$ cat config.mk
export PLATFORM = sky130hd
export DESIGN_NAME = elastic_pipe_reg
export DESIGN_NICKNAME = d
export VERILOG_FILES = /design/src/rtl/elastic_pipe_reg.sv
export SDC_FILE = /design/constraint.sdc
export NUM_CORES = 1
export LEC_CHECK = 0
export ABC_AREA = 0
export BUFFER_PORTS_ARGS = -buffer_cell sky130_fd_sc_hd__buf_2
export CAP_MARGIN = 20
export CORE_MARGIN = 1.5
export CORE_UTILIZATION = 40
export DETAILED_ROUTE_END_ITERATION = 10
export PLACE_DENSITY = 0.66
export SLEW_MARGIN = 40
export SYNTH_ARGS = -nofsm -noshare
export SYNTH_HDL_FRONTEND = slang
export SYNTH_SLANG_ARGS = --single-unit
$ cat constraint.sdc
create_clock -name clk -period 2.9 [get_ports clk]
set_input_delay 0.29 -clock clk [delete_from_list [all_inputs] [get_ports clk]]
set_output_delay 0.29 -clock clk [all_outputs]
set_load 0.01 [all_outputs]
$ cat src/rtl/elastic_pipe_reg.sv
// rtl/elastic_pipe_reg.sv - chained skid-buffered pipeline register for the writeback bundle
// Optional perf counters (stall_cnt, flush_cnt) under `PIPE_PERF_CNT_EN.
module elastic_pipe_reg #(
    parameter int XLEN   = 32,
    parameter int RD_W   = 5,
    parameter int STAGES = 1,
    parameter int CNT_W  = 16
) (
    input  logic            clk,
    input  logic            reset,
    input  logic            flush,
    input  logic            in_valid,
    output logic            in_ready,
    input  logic [XLEN-1:0] in_read_data,
    input  logic [XLEN-1:0] in_alu_result,
    input  logic [XLEN-1:0] in_pc_plus4,
    input  logic [RD_W-1:0] in_rd,
    input  logic            in_regwrite,
    input  logic [1:0]      in_result_src,
    output logic            out_valid,
    input  logic            out_ready,
    output logic [XLEN-1:0] out_read_data,
    output logic [XLEN-1:0] out_alu_result,
    output logic [XLEN-1:0] out_pc_plus4,
    output logic [RD_W-1:0] out_rd,
    output logic            out_regwrite,
    output logic [1:0]      out_result_src
`ifdef PIPE_PERF_CNT_EN
    ,
    output logic [CNT_W-1:0] stall_cnt,
    output logic [CNT_W-1:0] flush_cnt
`endif
);

    localparam int W = 3 * XLEN + RD_W + 3;

    typedef enum logic [1:0] {
        EMPTY = 2'd0,
        ONE   = 2'd1,
        TWO   = 2'd2
    } stage_state_e;

    if (STAGES < 1 || STAGES > 4 || CNT_W < 1) begin : g_bad_param
        $error("elastic_pipe_reg: STAGES must be 1..4 and CNT_W >= 1");
    end

    // link k is the input side of stage k; link STAGES is the module output
    logic [STAGES:0] link_valid;
    logic [STAGES:0] link_ready;
    logic [W-1:0]    link_data [0:STAGES];
    logic [STAGES-1:0] busy;
    logic            out_regwrite_raw;

    assign link_valid[0]      = in_valid;
    assign link_data[0]       = {in_read_data, in_alu_result, in_pc_plus4,
                                 in_rd, in_regwrite, in_result_src};
    assign link_ready[STAGES] = out_ready;
    assign in_ready           = link_ready[0];

    for (genvar g = 0; g < STAGES; g++) begin : g_stage
        stage_state_e st_q, st_d;
        logic [W-1:0] m_q, m_d, s_q, s_d;
        logic         rdy_q;
        logic         accept, fire;

        assign accept = link_valid[g] & rdy_q;
        assign fire   = (st_q != EMPTY) & link_ready[g+1];

        always_comb begin
            st_d = st_q;
            m_d  = m_q;
            s_d  = s_q;
            case (st_q)
                EMPTY: begin
                    if (accept) begin
                        st_d = ONE;
                        m_d  = link_data[g];
                    end
                end
                ONE: begin
                    if (accept && fire) begin
                        m_d = link_data[g];
                    end else if (accept) begin
                        st_d = TWO;
                        s_d  = link_data[g];
                    end else if (fire) begin
                        st_d = EMPTY;
                    end
                end
                TWO: begin
                    if (fire) begin
                        st_d = ONE;
                        m_d  = s_q;
                    end
                end
                default: st_d = EMPTY;
            endcase
        end

        // rdy_q mirrors "skid empty" one cycle ahead, so in_ready never depends on out_ready
        always_ff @(posedge clk) begin
            if (!reset) begin
                st_q  <= EMPTY;
                m_q   <= '0;
                s_q   <= '0;
                rdy_q <= 1'b0;
            end else if (flush) begin
                st_q  <= EMPTY;
                rdy_q <= 1'b1;
            end else begin
                st_q  <= st_d;
                m_q   <= m_d;
                s_q   <= s_d;
                rdy_q <= (st_d != TWO);
            end
        end

        assign link_ready[g]   = rdy_q;
        assign link_valid[g+1] = (st_q != EMPTY);
        assign link_data[g+1]  = m_q;
        assign busy[g]         = (st_q != EMPTY);
    end

    assign out_valid = link_valid[STAGES];
    assign {out_read_data, out_alu_result, out_pc_plus4,
            out_rd, out_regwrite_raw, out_result_src} = link_data[STAGES];
    assign out_regwrite = out_regwrite_raw & out_valid;

`ifdef PIPE_PERF_CNT_EN
    localparam logic [CNT_W-1:0] CNT_ONE = CNT_W'(1);

    always_ff @(posedge clk) begin
        if (!reset) begin
            stall_cnt <= '0;
            flush_cnt <= '0;
        end else begin
            if (out_valid && !out_ready && stall_cnt != '1)
                stall_cnt <= stall_cnt + CNT_ONE;
            if (flush && (|busy) && flush_cnt != '1)
                flush_cnt <= flush_cnt + CNT_ONE;
        end
    end
`endif

endmodule

==> run_results.csv <==
group,metric,value,unit
grt,grt_pass1_wl,33100,um
setup_path,cpMaxStageDelayCell,"buf_4",
power,p_per_area,621,nW/um2
hold_path,holdCritStartpoint,"in_alu_result[31]",
setup_path,path_cells,"nand4bb_1 > a31oi_4 > buf_4 > nor2_1 > a211oi_1",
synth,synth-seq-area-share,0.447,
die,die_w,157,um
grt,antenna_found_initial,0,
drt,drt_iter0_drc,168,
cts,clock_path_buffers,3,
synth,synth_compound_area_frac,0.179,
die,ios,215,
timing,fin_crit_sh,0.670,
synth,synth_top_cell_by_area,"dfxtp_1",
die,row_count,56,
cts,cts_setup_buffers,0,
cts,cts_max_level,1,
grt,grt_usage,0.164,
setup_path,worst-path-max-fanout,68,
hold_path,worstHoldEndpoint,"g_stage[0].s_q[71]",
power,p_sw,1.56,mW
job,drv_cap,0,
synth,yosysUniqueCellTypes,29,
setup_path,rr_endpoint,"g_stage[0].m_q[10]",
synth,synth.net_count,1147,
layout,final_area,10700,um2
layout,nets,1215,
die,core,23300,um2
power,pwr-share-seq,0.461,
timing,skew,0.00764,ns
synth,yosys-top-cells-area,"dfxtp_1 45%, mux2i_1 11%, nand2_1 9.8%",
place,gp_congestion,0.745,
power,ir_drop,347,uV
synth,synthesis.area,9450,um2
power,intPower,5.08,mW
cts,ctsHoldBuffers,0,
cts,clk-insertion-delay-late,0.51,ns
drt,wire_per_inst,14.3,um
cts,path_clk_slew,0.06,ns
timing,tightestPinTransition,0.773,ns
setup_path,cp_data_required_time,3.31,ns
synth,ys_seq_elements,211,
hold_path,hold_path.class,"primary input to flip-flop",
timing,fin_setup_tns,0,ns
setup_path,cp.arrival,2.35,ns
grt,grt_pass1_vias,6474,
place,place_area,9890,um2
setup_path,rrSetupSlack,0.96,ns
synth,synth_top_family_by_area,"compound AO/OA/AOI/OAI gates",
cts,cts_tree,"done",
layout,area_delta_synth_final,13.1,%
synth,yosys.area_share.simple,0.136,
timing,hold_viol,0,
power,sw_frac_of_total,0.235,
synth,synth_top_area_share,0.447,
drt,dr.pass1.iters,5,
cts,cts.sink_count,211,
place,hpwl,13000,um
hold_path,whs_path_depth,3,
power,combPwrFrac,0.085,
cts,cts_root_buf,"clkbuf_16",
power,clock_power_share,0.453,
cts,cts_resized,0,
layout,fillers,2277,
timing,fin_crit,1.94,ns
cts,numCtsBuffers,24,
synth,yosys-top-cells-count,"247 x nand2_1, 211 x dfxtp_1, 111 x buf_4",
layout,antennaDiodeCount,0,
drt,drcViolationCount,0,
drt,vias,6917,
power,p_leak,5.29,nW
timing,rsz0062_at_grt,"false",
synth,ys.flop_type,"dfxtp_1",
drt,wirelength,20600,um
synth,synthXorXnorAreaFrac,0,
setup_path,startpoint_type,"flip-flop",
die,fp.dieH,157,um
drt,vias_per_cell,4.80,
grt,grt_max_degree,141,
timing,slew-limit-headroom,0.485,
timing,final-setup-viol-count,0,
die,dieArea,24500,um2
synth,async_reset_ff_frac,0,
layout,drive_above_1_share,0.240,
synth,synth.avg_cell_area,9.10,um2
synth,muxShareOfSynthArea,0.110,
setup_path,r2r_start,"g_stage[0].st_q[1]",
synth,yosys_warnings,0,
timing,fmax,515,MHz
setup_path,cp_slowest_stage_delay,0.57,ns
grt,overflow,0,
drt,ant_nets,0,
synth,synth_cells,1038,
die,start_util,0.405,
setup_path,worstRegToRegCells,5,
timing,report.final.slew_viol_count,0,
synth,yosysMostFrequentCell,"nand2_1",
setup_path,cp-end-kind,"flip-flop",
status,status,"finished clean",
place,portBuffers,214,
layout,utilization,0.458,
synth,synth_fa_ha_area_frac,0,
synth,synth_edf_count,0,
setup_path,crit_type,"flip-flop to flip-flop",
==> cell families (layout without fill, tap and decap cells) <==
family,after synthesis,in the layout
compound gates,212,212
mux,104,104
buf+inv,185,269
flops,211,211
simple gates,326,326
==> cell usage in the layout, fill, tap and decap left out, drive strengths merged, types with 2 or more instances in the layout <==
master and count:
a211oi 65, a21boi 104, buf 226, clkbuf 37, clkinv 2, clkinvlp 2, dfxtp 211, mux2i 104
nand2 248, nand2b 2, nand3b 2, nor2 65, o211a 39
==> stage by stage <==
step / std cells / total power [mW] / hold slack [ns] / worst slack [ns]
2_1_floorplan: 1038 / 3.57 / 0.362 / 1.29
3_3_place_gp: 1399 / 3.69 / 0.439 / 1.03
3_5_place_dp: 1399 / 3.70 / 0.444 / 0.951
4_1_cts: 1441 / 6.72 / 0.00648 / 0.943
5_1_grt: 1441 / 6.90 / 0.00440 / 0.761
6_report: 1441 / 6.63 / 0.0249 / 0.958
==> sequential cells by signal, indices dropped and copies added, names as in the netlist <==
register	flops
g_stage.st_q	2
in_ready	1
g_stage.m_q	104
g_stage.s_q	104
==> layer usage <==
layer  vias to the layer above  part of all wire  GRT usage
li1                       3543                 -          -
met1                      3187              0.46      0.205
met2                       160              0.46      0.278
met3                        27             0.068     0.0451
met4                         0             0.015     0.0404
met5                         -                 0          0
==> power by group through the flow <==
| stage | combinational (mW) | sequential [mW] | clock (mW) |
|---|---|---|---|
| floorplan | 0.458 | 3.11 | 0 |
| global placement | 0.564 | 3.12 | 0 |
| detailed placement | 0.572 | 3.12 | 0 |
| CTS | 0.574 | 3.06 | 3.09 |
| global route | 0.625 | 3.07 | 3.20 |
| finish | 0.565 | 3.06 | 3.01 |
==> worst max-delay path, delay by kind of cell, from the launching register on <==
kind | cells | cell delay [ns]
compound gates | 2 | 0.48
buf+inv | 1 | 0.57
flops | 1 | 0.37
simple gates | 2 | 0.39
==> cell type report <==
cell class | instances | area [um2] | area share
tap | 319 | 399 | 0.0374
clock buffer | 37 | 731 | 0.0684
multi-input combinational | 642 | 4040 | 0.378
timing repair buffer | 226 | 1230 | 0.115
sequential | 211 | 4220 | 0.395
clock inverter | 5 | 58.8 | 0.00550
inverter | 1 | 3.75 | 0.000351
==> worst max-delay path by stage <==
stage	start	endpoint	slack (ns)
floorplan	in_ready	g_stage[0].s_q[100]	1.29
global placement	g_stage[0].st_q[1]	g_stage[0].s_q[68]	1.03
detailed placement	out_ready	g_stage[0].m_q[10]	0.95
CTS	g_stage[0].st_q[1]	g_stage[0].m_q[10]	0.94
global route	g_stage[0].st_q[1]	g_stage[0].m_q[18]	0.76
finish	g_stage[0].st_q[1]	g_stage[0].m_q[10]	0.96
Power figures use the tool's default switching activity.
